File: config.mk
export PLATFORM = sky130hd
export DESIGN_NAME = tristate_bus_tx_ctrl
export DESIGN_NICKNAME = d
export VERILOG_FILES = /design/src/rtl/tristate_bus_tx_ctrl_pkg.sv /design/src/rtl/tristate_bus_tx_ctrl_fifo.sv /design/src/rtl/tristate_bus_tx_ctrl.sv
export SDC_FILE = /design/constraint.sdc
export NUM_CORES = 1
export LEC_CHECK = 0
export CAP_MARGIN = 10
export CORE_MARGIN = 1.5
export CORE_UTILIZATION = 25
export CTS_CLUSTER_DIAMETER = 120
export DETAILED_ROUTE_END_ITERATION = 8
export GPL_TIMING_DRIVEN = 0
export SLEW_MARGIN = 25
export SYNTH_ARGS = -nofsm -noshare
export SYNTH_HDL_FRONTEND = slang
export SYNTH_HIERARCHICAL = 1
export SYNTH_SLANG_ARGS = --single-unit
File: constraint.sdc
create_clock -name clk -period 2 [get_ports clk]
set_input_delay 0.4 -clock clk [delete_from_list [all_inputs] [get_ports clk]]
set_output_delay 0.4 -clock clk [all_outputs]
set_load 0.01 [all_outputs]
File: src/rtl/tristate_bus_tx_ctrl_pkg.sv
// rtl/tristate_bus_tx_ctrl_pkg.sv - shared FSM state encoding and sizing helper for the bus transmit controller
package tristate_bus_tx_ctrl_pkg;

    typedef enum logic [1:0] {
        ST_IDLE  = 2'd0,
        ST_REQ   = 2'd1,
        ST_DRIVE = 2'd2,
        ST_TURN  = 2'd3
    } state_t;

    // Bits needed to hold any value 0..max_val (at least one bit).
    function automatic int cnt_width(input int max_val);
        return (max_val < 1) ? 1 : $clog2(max_val + 1);
    endfunction

endpackage

File: src/rtl/tristate_bus_tx_ctrl_fifo.sv
// rtl/tristate_bus_tx_ctrl_fifo.sv - synchronous word FIFO feeding the bus transmit FSM
//
// Ports:
//   clk, rst           rising-edge clock, synchronous active-high reset
//   push, push_data    write request and word; ignored while full
//   pop                read request; ignored while empty
//   head               word at the read pointer (valid when !empty)
//   full, empty        occupancy flags
//   level              current occupancy 0..DEPTH
module tristate_bus_tx_ctrl_fifo #(
    parameter int WIDTH = 4,
    parameter int DEPTH = 4
) (
    input  logic                       clk,
    input  logic                       rst,
    input  logic                       push,
    input  logic [WIDTH-1:0]           push_data,
    input  logic                       pop,
    output logic [WIDTH-1:0]           head,
    output logic                       full,
    output logic                       empty,
    output logic [$clog2(DEPTH):0]     level
);

    localparam int PTR_W = $clog2(DEPTH);
    localparam int LVL_W = PTR_W + 1;

    logic [WIDTH-1:0] mem [DEPTH];
    logic [PTR_W-1:0] wr_ptr;
    logic [PTR_W-1:0] rd_ptr;
    logic             do_push;
    logic             do_pop;

    // A full FIFO refuses a push even if a pop frees a slot this same cycle.
    assign do_push = push && !full;
    assign do_pop  = pop && !empty;

    assign full  = (level == LVL_W'(DEPTH));
    assign empty = (level == '0);
    assign head  = mem[rd_ptr];

    // Storage is not reset: contents are dead once the pointers are cleared.
    always_ff @(posedge clk) begin
        if (do_push) begin
            mem[wr_ptr] <= push_data;
        end
    end

    always_ff @(posedge clk) begin
        if (rst) begin
            wr_ptr <= '0;
            rd_ptr <= '0;
            level  <= '0;
        end else begin
            if (do_push) begin
                wr_ptr <= wr_ptr + 1'b1;
            end
            if (do_pop) begin
                rd_ptr <= rd_ptr + 1'b1;
            end
            if (do_push && !do_pop) begin
                level <= level + 1'b1;
            end else if (!do_push && do_pop) begin
                level <= level - 1'b1;
            end
        end
    end

endmodule

File: src/rtl/tristate_bus_tx_ctrl.sv
// rtl/tristate_bus_tx_ctrl.sv - buffers producer words and drives them onto a shared tristate bus in granted bursts
//
// Ports:
//   clk, rst             rising-edge clock, synchronous active-high reset
//   in_data, in_valid    producer word and valid
//   in_ready             high when the FIFO can accept a word (!full)
//   bus_req              request to the bus arbiter
//   bus_gnt              grant from the bus arbiter
//   bus_data, bus_en     to the tristate driver data_in/en; data is 0 when not driving
//   level                FIFO occupancy
module tristate_bus_tx_ctrl
    import tristate_bus_tx_ctrl_pkg::*;
#(
    parameter int WIDTH      = 4,
    parameter int DEPTH      = 4,
    parameter int MAX_BURST  = 4,
    parameter int TURNAROUND = 1
) (
    input  logic                       clk,
    input  logic                       rst,
    input  logic [WIDTH-1:0]           in_data,
    input  logic                       in_valid,
    output logic                       in_ready,
    output logic                       bus_req,
    input  logic                       bus_gnt,
    output logic [WIDTH-1:0]           bus_data,
    output logic                       bus_en,
    output logic [$clog2(DEPTH):0]     level
);

    localparam int LVL_W  = $clog2(DEPTH) + 1;
    localparam int BEAT_W = cnt_width(MAX_BURST);
    localparam int TURN_W = cnt_width(TURNAROUND);

    localparam logic [BEAT_W-1:0] LAST_BEAT = BEAT_W'(MAX_BURST - 1);
    localparam logic [TURN_W-1:0] TURN_LOAD = TURN_W'(TURNAROUND - 1);

    state_t              state_q, state_d;
    logic [BEAT_W-1:0]   beat_q, beat_d;
    logic [TURN_W-1:0]   turn_q, turn_d;
    logic                pop;
    logic [WIDTH-1:0]    head;
    logic                fifo_full;
    logic                fifo_empty;

    tristate_bus_tx_ctrl_fifo #(
        .WIDTH (WIDTH),
        .DEPTH (DEPTH)
    ) u_fifo (
        .clk       (clk),
        .rst       (rst),
        .push      (in_valid),
        .push_data (in_data),
        .pop       (pop),
        .head      (head),
        .full      (fifo_full),
        .empty     (fifo_empty),
        .level     (level)
    );

    assign in_ready = !fifo_full;

    always_ff @(posedge clk) begin
        if (rst) begin
            state_q <= ST_IDLE;
            beat_q  <= '0;
            turn_q  <= '0;
        end else begin
            state_q <= state_d;
            beat_q  <= beat_d;
            turn_q  <= turn_d;
        end
    end

    // Bus outputs are decoded straight from state and bus_gnt so that a
    // grant withdrawn mid-burst takes bus_en down in the same cycle.
    always_comb begin
        state_d  = state_q;
        beat_d   = beat_q;
        turn_d   = turn_q;
        pop      = 1'b0;
        bus_req  = 1'b0;
        bus_en   = 1'b0;
        bus_data = '0;

        case (state_q)
            ST_IDLE: begin
                if (!fifo_empty) begin
                    state_d = ST_REQ;
                end
            end

            ST_REQ: begin
                bus_req = 1'b1;
                if (bus_gnt) begin
                    state_d = ST_DRIVE;
                    beat_d  = '0;
                end
            end

            ST_DRIVE: begin
                bus_req = 1'b1;
                if (bus_gnt) begin
                    bus_en   = 1'b1;
                    bus_data = head;
                    pop      = 1'b1;
                    beat_d   = beat_q + 1'b1;
                    // End on the pre-pop level so a word pushed this cycle
                    // waits for the next burst instead of extending this one.
                    if ((beat_q == LAST_BEAT) || (level == LVL_W'(1))) begin
                        state_d = ST_TURN;
                        turn_d  = TURN_LOAD;
                    end
                end else begin
                    // Grant lost: head stays in the FIFO for the next grant.
                    state_d = ST_TURN;
                    turn_d  = TURN_LOAD;
                end
            end

            ST_TURN: begin
                if (turn_q == '0) begin
                    state_d = ST_IDLE;
                end else begin
                    turn_d = turn_q - 1'b1;
                end
            end

            default: begin
                state_d = ST_IDLE;
            end
        endcase
    end

endmodule

**Word-level counts from Yosys, hierarchy flattened**

Memories as Yosys holds them, arrays and structs flattened. A register that Yosys moved wholly into a read port is not among the register bits.
Index checks and enable logic that the tools add are counted.

- Register bits: 13
- Bits in writable memories: 16
- Input port bits: 8
- Output and inout port bits: 10
- Word-level logic and storage cells: 66
- Memories kept: 1

Memories:

| memory | words | bits a word | read ports | clocked after memory_dff | write ports | line | text |
|---|---|---|---|---|---|---|---|
| u_fifo.mem | 4 | 4 | 1 | 1 | 1 | tristate_bus_tx_ctrl_fifo.sv:28 | `logic [WIDTH-1:0] mem [DEPTH];` |

- Add/subtract/negate cells: 6
- Eq/ne operators: 11
- Mux-type cells: 24
- Reductions and logical operators: 18

Operator list:

| kind | number |
|---|---|
| 2-bit two-way mux | 7 |
| 3-bit two-way mux | 4 |
| 1-bit two-way mux | 8 |
| 4-bit two-way mux | 2 |
| 2-bit != test, second input constant | 4 |
| 2-bit one-hot mux with 4 select lines | 1 |
| 3-bit by 1-bit adder with 3-bit output, second input constant | 2 |
| 3-bit one-hot mux with 2 select lines | 1 |
| 2-bit nonzero test | 3 |
| 2-bit by 1-bit adder with 2-bit output, second input constant | 2 |
| 2-bit == test, second input constant | 2 |
| 1-bit logical AND | 4 |
| 1-bit zero test | 4 |
| 4-bit AND reduction | 1 |
| 3-bit by 1-bit == test with 1-bit output, second input constant | 1 |
| 3-bit by 2-bit == test with 1-bit output, second input constant | 1 |
| 3-bit == test, second input constant | 1 |
| 3-bit zero test | 1 |
| 3-bit != test, second input constant | 1 |
| 3-bit AND reduction | 1 |
| 3-bit by 1-bit subtractor with 3-bit output, second input constant | 1 |
| 2-bit by 1-bit == test with 1-bit output, second input constant | 1 |
| 2-bit zero test | 1 |
| 1-bit one-hot mux with 2 select lines | 1 |
| 4 further kinds | 4 |

**Logic depth before layout (Yosys ltp)**

Gate-level depths: netlist of run 1.

- Word-level depth: 7
- Depth in mapped cells: 11
- Gate-level depth less buffers: 11

**By module**

The synthesis of run 1 kept the hierarchy.

Modules (own cells, without submodules):

| module | instances | cells an instance | area each (um^2) | sequential area each (um^2) |
|---|---|---|---|---|
| tristate_bus_tx_ctrl_fifo | 1 | 68 | 1041.0 | 660.6 |
| tristate_bus_tx_ctrl | 1 | 37 | 354.1 | 100.1 |

**Worst setup path before layout of run 1**

Ideal clock, no wire load.

- Path type: register -> register
- Start: register state_q[0]
- End: register u_fifo.level[2]
- Data arrival time: 2.121 ns
- Required time: 1.930 ns
- Path slack: -0.191 ns
- Stages on the path, launching flop included: 12
- Path through: dfxtp_1 inv_1 ha_1 nand2_2 inv_1 o31ai_2 ha_1 inv_1 fa_1 xor2_1 or3_1 a21oi_1

- Cells in the longest elaborated chain, start to end: 6
- Elaborated cells between the ends (all ways): 8
- Classes of those cells: 1 x eq/ne; 2 x mux; 5 x reduce/logical

Ends and longest elaborated chain:

| what | line | text |
|---|---|---|
| start: declaration | tristate_bus_tx_ctrl.sv:38 | `state_t state_q, state_d;` |
| start signal: assignment | tristate_bus_tx_ctrl.sv:69 | `state_q <= state_d;` |
| 2-bit == test (*) | -- |  |
| 1-bit two-way mux (*) | -- |  |
| via bus_en | tristate_bus_tx_ctrl.sv:27 | `output logic bus_en,` |
| 1-bit logical AND (*) | tristate_bus_tx_ctrl_fifo.sv:36 | `assign do_pop = pop && !empty;` |
| 1-bit zero test | tristate_bus_tx_ctrl_fifo.sv:61 | `if (do_push && !do_pop) begin` |
| 1-bit logical AND | tristate_bus_tx_ctrl_fifo.sv:61 |  |
| 3-bit two-way mux / 2-bit nonzero test (equally long branches) | -- |  |
| end signal: assignment | tristate_bus_tx_ctrl_fifo.sv:62 | `level <= level + 1'b1;` |
| end signal: assignment | tristate_bus_tx_ctrl_fifo.sv:64 | `level <= level - 1'b1;` |
| end: declaration | tristate_bus_tx_ctrl_fifo.sv:22 | `output logic [$clog2(DEPTH):0] level` |

The timed path passes the listed nets; every way through them passes the cells marked *.
A chain may end at the register's enable or synchronous reset.

**Final worst setup path of run 1**

- Start: register state_q[0]
- End: register u_fifo.level[2]

- Cells in the longest elaborated chain, start to end: 6
- Elaborated cells between the ends (all ways): 8
- Classes of those cells: 1 x eq/ne; 2 x mux; 5 x reduce/logical

Ends and longest elaborated chain:

| what | line | text |
|---|---|---|
| 2-bit == test (*) | tristate_bus_tx_ctrl.sv:86 | `case (state_q)` |
| 1-bit two-way mux (*) | tristate_bus_tx_ctrl.sv:86 |  |
| 1-bit logical AND (*) | tristate_bus_tx_ctrl_fifo.sv:36 |  |
| 1-bit zero test | tristate_bus_tx_ctrl_fifo.sv:61 |  |
| 1-bit logical AND | tristate_bus_tx_ctrl_fifo.sv:61 |  |
| 3-bit two-way mux / 2-bit nonzero test (equally long branches) | -- |  |

Mark *: on every way between the ends. The rest lies on a longest branch, timed or not.

==> impl_metrics.ini, run 1 <==
[outcome]
status = finished, final reports clean

[sta]
worst-slew-pin-transition_ps = 436
finalSetupViolations = 0
grt_setup_unrepaired = true
min_period_over_period_pct = 99.5
final.setup_skew_ps = 7.76
period_minus_slack_ps = 1990
setup_ws_ps = 9.25
timing.final.hold_violations = 0
timing.hold.ws_ps = 499
max_slew_margin_pct = 70.6
clock.fmax_ghz = 0.502
maxSlewViolCount = 0

[setup_path]
worst_r2r_startpoint = state_q[0]
setup.worst_path.end_class = register
cp.required_ps = 2200
worstSetupStartpointType = register
worst_setup_endpoint = u_fifo/level[2]
worst_path_most_repeated_cell = sky130_fd_sc_hd__inv_2
cpLargestDelayFamily = adder cells
worstPathArrival_ps = 2190
timing.critical_path.fanout_max = 5
wp_buf_inv = 3
crit_cells = 11
reg2reg_depth = 11
setup.worst_path.class = register to register
worst-r2r-setup-slack_ps = 9
r2r_end = u_fifo/level[2]
crit_slowest_cell = sky130_fd_sc_hd__dfxtp_2
worst_setup_path_startpoint = state_q[0]
max_stage_delay_ps = 340
critical_path.cell_chain = inv_2 > ha_4 > nand2_4 > inv_4 > o31ai_4 > ha_2 > inv_2 > fa_2 > xor2_1 > or3_1 > a21oi_2

[routing]
num_vias = 884
drt-wirelength-per-cell_um = 11.8
ant_nets = 0
drt-vias-per-instance = 4.23
drt_iter0_markers = 24
drt-pass1-iter-count = 4
postRouteWirelength_mm = 2.47
drc = 0

[yosys]
postSynthNetCount = 124
syn_area_per_cell_um2 = 13.3
ys_seq_area_share_pct = 54.5
synth.distinct_cells = 30
syn-instance-count = 105
mappedNetlistArea_mm2 = 0.00140
synth.yosys.warnings = 6
ff_latch_count_synth = 30

[clock_network]
numClockSinks = 30
clk_transition_reported_paths_ps = 60
cts-htree-levels = 2
cts_max_path_buffers = 2
cts_buffers = 5
clock_tree.root_cell = sky130_fd_sc_hd__clkbuf_8
clock_insertion_delay_worst_skew_ps = 270
cts.hold.buffers_added = 0
tritoncts = yes

[place]
placed_cell_area_mm2 = 0.00168
detailedPlacementHpwl_mm = 1.88
io_buffer_count = 17
finalWeightedCongestion = 0.742
worst_slack_placed_ps = -585

[floorplanning]
die_x_um = 77.7
num_rows = 27
die-height_um = 77.7
design.core.area_mm2 = 0.00544
die-area_mm2 = 0.00604
design.portCount = 18
start_util_pct = 25.6

[power]
static-leakage-power_nw = 0.704
power.internal_mw = 1.45
power_frac_seq_pct = 41.6
ir_drop_worst_vdd_mv = 0.329
power_switching_share_pct = 31.8
pwr-share-clk_pct = 23.1
p_per_area_mw_per_mm2 = 1150
power.share.combinational_pct = 35.3
net-switching-power_uw = 675

[finish]
diodes = 0
most-common-layout-cells = sky130_fd_sc_hd__edfxtp_1, sky130_fd_sc_hd__clkdlybuf4s50_1, sky130_fd_sc_hd__dfxtp_1
post_route_cells_drive_above_1_share_pct = 33.6
layout.filler_cells = 520
syn_to_final_growth_pct = 32.1
final_common_cell = sky130_fd_sc_hd__edfxtp_1
final_area_mm2 = 0.00184
nNetsFinal = 155

[global_route]
globalRouteOverflowTotal = 0
first_global_vias = 966
antenna_violations_before_repair = 0
global_route.usage.total_pct = 9.63
grt_pass1_wl_mm = 4.40
maximum_number_of_pins_on_one_net_before_global_route_repair = 11

[flow_run]
max_cap_viol_count = 0

[worst_hold_path]
worst_hold_path_type = register to register
whs_path_depth = 2
-- registers in the layout, indices dropped and copies added (netlist names), named ones only --
signal         flops
beat_q             3
state_q            2
u_fifo/level       3
u_fifo/mem        16
u_fifo/rd_ptr      2
u_fifo/wr_ptr      2
-- worst min-delay path, delay by kind of cell (launching register included) --
family	cells	cell delay, ps
compound gates	1	60
flops	1	330
simple gates	1	80
-- repair_timing --
action	CTS	global route
buffers inserted	7	0
resized for setup	21	2
setup endpoints to repair	9	5
pin swaps	3	1
-- logic make-up (layout without fill, tap and decap cells) --
| family | count (synthesis) | after routing | synth area share [%] |
|---|---|---|---|
| AOI/OAI and AO/OA | 11 | 11 | 6.55 |
| and+or+nand+nor | 30 | 30 | 13.3 |
| buffers and inverters | 10 | 42 | 2.69 |
| muxes | 9 | 9 | 10.0 |
| adders and majority gates | 11 | 11 | 10.4 |
| DFF | 30 | 30 | 54.5 |
| xor gates and xnor gates | 4 | 4 | 2.51 |
-- routing by layer --
| metal | up-vias | global-route usage, % | routed length [µm] |
|---|---|---|---|
| met4 | 0 | 6.55 | 57 |
| met3 | 5 | 2.35 | 77 |
| met5 | - | 0 | 0 |
| li1 | 436 | - | - |
| met1 | 431 | 9.49 | 939 |
| met2 | 12 | 17.6 | 1390 |
-- worst min-delay path by stage --
stage               startpoint         to  slack [ps]
floorplan            beat_q[2]  beat_q[2]         460
global placement     beat_q[2]  beat_q[2]         470
detailed placement   beat_q[2]  beat_q[2]         490
CTS                  beat_q[2]  beat_q[2]         510
global route         beat_q[2]  beat_q[2]         550
finish               beat_q[2]  beat_q[2]         500
-- power groups by stage --
stage	combinational, mW	sequential [mW]	clock (mW)
after floorplan	0.450	0.868	0
after global placement	0.666	0.873	0
after detailed placement	0.706	0.883	0
after CTS	0.759	0.884	0.509
after global routing	0.831	0.903	0.531
final	0.748	0.883	0.490
-- per-stage QoR --
step | util (%) | instances | total power [mW] | setup TNS, ps
floorplan | - | 105 | 1.32 | 0
detailed placement | 31.0 | 194 | 1.59 | -2020
global route | 33.9 | 209 | 2.27 | -280
finish | 33.9 | 209 | 2.12 | 0
global placement | 31.0 | 194 | 1.54 | -1890
CTS | 33.9 | 209 | 2.15 | -11.2
-- cell usage after synthesis --
library cell	instances	share of area, %
sky130_fd_sc_hd__mux2i_1	5	3.6
sky130_fd_sc_hd__a21oi_1	2	0.72
sky130_fd_sc_hd__nand2b_1	2	0.90
sky130_fd_sc_hd__a22oi_1	1	0.54
sky130_fd_sc_hd__and2_1	4	1.8
sky130_fd_sc_hd__nor2_1	8	2.2
sky130_fd_sc_hd__nor3b_2	1	0.90
sky130_fd_sc_hd__o31ai_2	1	0.90
sky130_fd_sc_hd__nor3_1	1	0.36
sky130_fd_sc_hd__o311a_4	1	1.5
sky130_fd_sc_hd__o311ai_1	1	0.63
sky130_fd_sc_hd__xor2_1	4	2.5
sky130_fd_sc_hd__and3_2	4	2.2
sky130_fd_sc_hd__or3_1	2	0.90
sky130_fd_sc_hd__clkbuf_1	1	0.27
sky130_fd_sc_hd__o21bai_1	1	0.54
sky130_fd_sc_hd__o21ai_0	3	1.1
sky130_fd_sc_hd__ha_1	10	9.0
sky130_fd_sc_hd__edfxtp_1	16	34
sky130_fd_sc_hd__inv_1	9	2.4
sky130_fd_sc_hd__fa_1	1	1.4
sky130_fd_sc_hd__nor3b_1	1	0.54
sky130_fd_sc_hd__nand2_1	1	0.27
sky130_fd_sc_hd__or2b_1	1	0.54
sky130_fd_sc_hd__dfxtp_1	14	20
sky130_fd_sc_hd__nor2_2	1	0.45
sky130_fd_sc_hd__or2b_2	3	1.9
sky130_fd_sc_hd__a2bb2oi_1	1	0.63
sky130_fd_sc_hd__nand2_2	1	0.45
sky130_fd_sc_hd__mux4_2	4	6.5
-- final cells by class --
cell class | instances | area (µm²) | share of cell area [%]
plain buffers | 1 | 3.75 | 0.204
clock buffers | 6 | 82.6 | 4.48
clock inverters | 2 | 12.5 | 0.679
inverters | 9 | 36.3 | 1.97
multi-input cells | 65 | 643 | 34.9
flip-flops and latches | 30 | 769 | 41.8
well taps | 72 | 90.1 | 4.89
repair buffers | 24 | 205 | 11.1
(Power assumes the default switching activity.)
==> run 2, diff against run 1 <==
HOLD_SLACK_MARGIN = 0.1   (was unset)
==> results of run 2 <==
The final DEF is identical to that of run 1; final timing and power are the same.
==> run 3, diff against run 2 <==
GPL_TIMING_DRIVEN = unset   (was 0)
==> impl_metrics.ini, run 3 (synthesis gave the netlist of run 1 again) <==
[floorplanning]
die_x_um = 77.7
die-area_mm2 = 0.00604
die-height_um = 77.7
design.portCount = 18
start_util_pct = 25.6
num_rows = 27
design.core.area_mm2 = 0.00544

[finish]
most-common-layout-cells = sky130_fd_sc_hd__edfxtp_1, sky130_fd_sc_hd__buf_4, sky130_fd_sc_hd__clkdlybuf4s50_1
diodes = 0
final_core_utilization_pct = 34.7
syn_to_final_growth_pct = 35.2
layout.filler_cells = 537
max_flop_register = u_fifo/mem
flip_flop_count_of_the_largest_register_all_copies_and_words_added = 16
nNetsFinal = 161
post_route_cells_drive_above_1_share_pct = 37.8
final_common_cell = sky130_fd_sc_hd__edfxtp_1
reg.largest.list = u_fifo/mem x16, beat_q x3, u_fifo/level x3

[outcome]
violations = setup timing
status = finished with violations

[power]
power_frac_seq_pct = 39.7
p_per_area_mw_per_mm2 = 1160
power_switching_share_pct = 31.4
power_mw = 2.18
pwr-share-clk_pct = 23.0
static-leakage-power_nw = 0.738
net-switching-power_uw = 686
ir_drop_worst_vdd_mv = 0.405
power.internal_mw = 1.50
power.share.combinational_pct = 37.3

[global_route]
globalRouteOverflowTotal = 0
grt_pass1_wl_mm = 4.43
global_route.usage.total_pct = 9.97
antenna_violations_before_repair = 0
first_global_vias = 925
maximum_number_of_pins_on_one_net_before_global_route_repair = 17

[setup_path]
worstPathArrival_ps = 2200
r2r_end = u_fifo/level[2]
worst-r2r-setup-slack_ps = 20
setup.worst_path.end_class = register
setup.worst_path.class = primary input to register
timing.critical_path.fanout_max = 3
cp.required_ps = 2200
reg2reg_depth = 11
worst_r2r_startpoint = state_q[0]
worstSetupStartpointType = primary input

[place]
io_buffer_count = 17
detailedPlacementHpwl_mm = 1.97
finalWeightedCongestion = 0.730
worst_slack_placed_ps = -360

[routing]
drc = 0
drt-wirelength-per-cell_um = 12.4
drt-pass1-iter-count = 4
drt-vias-per-instance = 4.20
num_vias = 902
drt_iter0_markers = 39
postRouteWirelength_mm = 2.67
ant_nets = 0

[sta]
maxSlewViolCount = 0
period_minus_slack_ps = 2000
min_period_over_period_pct = 100
timing.final.hold_violations = 0
max_slew_margin_pct = 63.3
finalSetupViolations = 1
clock.fmax_ghz = 0.500
worst-slew-pin-transition_ps = 548
final.setup_skew_ps = 4.77
grt_setup_unrepaired = true
setup_ws_ps = -1.33

[flow_run]
max_cap_viol_count = 0

[clock_network]
clk_transition_reported_paths_ps = 60
cts-htree-levels = 2
numClockSinks = 30
clock_tree.root_cell = sky130_fd_sc_hd__clkbuf_8
cts_max_path_buffers = 2
cts_buffers = 5
tritoncts = yes
clock_insertion_delay_worst_skew_ps = 280

[worst_hold_path]
hold_start = beat_q[2]
hold_path_end = beat_q[2]
worst_hold_path_type = register to register
whs_path_depth = 2
==> run 3: area by class of cell <==
type,count,area (µm²),area share (%)
Clock buffer,6,82.6,4.38
Timing Repair Buffer,31,256,13.6
Inverter,9,36.3,1.92
Multi-Input combinational cell,65,634,33.6
Clock inverter,2,12.5,0.664
Tap cell,72,90.1,4.78
Sequential cell,30,773,41.0
==> run 3: layer usage <==
metal  vias up  routed length [µm]  global-route usage [%]
met4         0                  72                    6.55
li1        448                   -                       -
met2        15                1380                    16.9
met3         5                  91                    2.94
met5         -                   0                       0
met1       434                1120                    10.7
==> run 3: how the worst max path moves through the flow <==
| stage | endpoint | slack, ps | cells after the start | from |
|---|---|---|---|---|
| final | u_fifo/level[2] | -1 | 9 | in_valid |
| after detailed placement | u_fifo/level[2] | -360 | 10 | bus_gnt |
| after floorplan | u_fifo/level[2] | 40 | 11 | state_q[0] |
| after global placement | u_fifo/level[2] | -320 | 10 | bus_gnt |
| after global routing | u_fifo/level[2] | -50 | 9 | in_valid |
| after CTS | bus_data[2] | -10 | 4 | register |
==> run 3: what timing repair did <==
item	in CTS	in global routing
setup buffers	4	0
gates resized for setup	17	10
hold buffers	0	0
setup endpoints to repair	7	7
pin swaps	3	2
==> run 3: critical path: stages <==
cell	delay, ps
sky130_fd_sc_hd__clkdlybuf4s50_1	480
sky130_fd_sc_hd__inv_2	60
sky130_fd_sc_hd__nor2_4	110
sky130_fd_sc_hd__ha_2	180
sky130_fd_sc_hd__inv_1	50
sky130_fd_sc_hd__fa_2	330
sky130_fd_sc_hd__xor2_1	160
sky130_fd_sc_hd__or3_1	310
sky130_fd_sc_hd__a21oi_1	120
==> run 3: stage by stage <==
stage | std cells | instance area (µm²) | hold slack, ps | TNS, ps
after floorplan | 105 | 1420 | 456 | 0
after global placement | 203 | 1760 | 470 | -1320
after detailed placement | 203 | 1760 | 502 | -1350
after CTS | 215 | 1890 | 513 | -18.3
after global routing | 215 | 1890 | 549 | -77.5
final | 215 | 1890 | 502 | -1.33
==> run 3: power by group through the flow <==
| stage | registers, mW | logic, mW | clock network, mW |
|---|---|---|---|
| after global placement | 0.865 | 0.754 | 0 |
| after CTS | 0.863 | 0.820 | 0.518 |
| after floorplan | 0.868 | 0.450 | 0 |
| after global routing | 0.888 | 0.893 | 0.546 |
| after detailed placement | 0.873 | 0.777 | 0 |
| final | 0.868 | 0.815 | 0.501 |
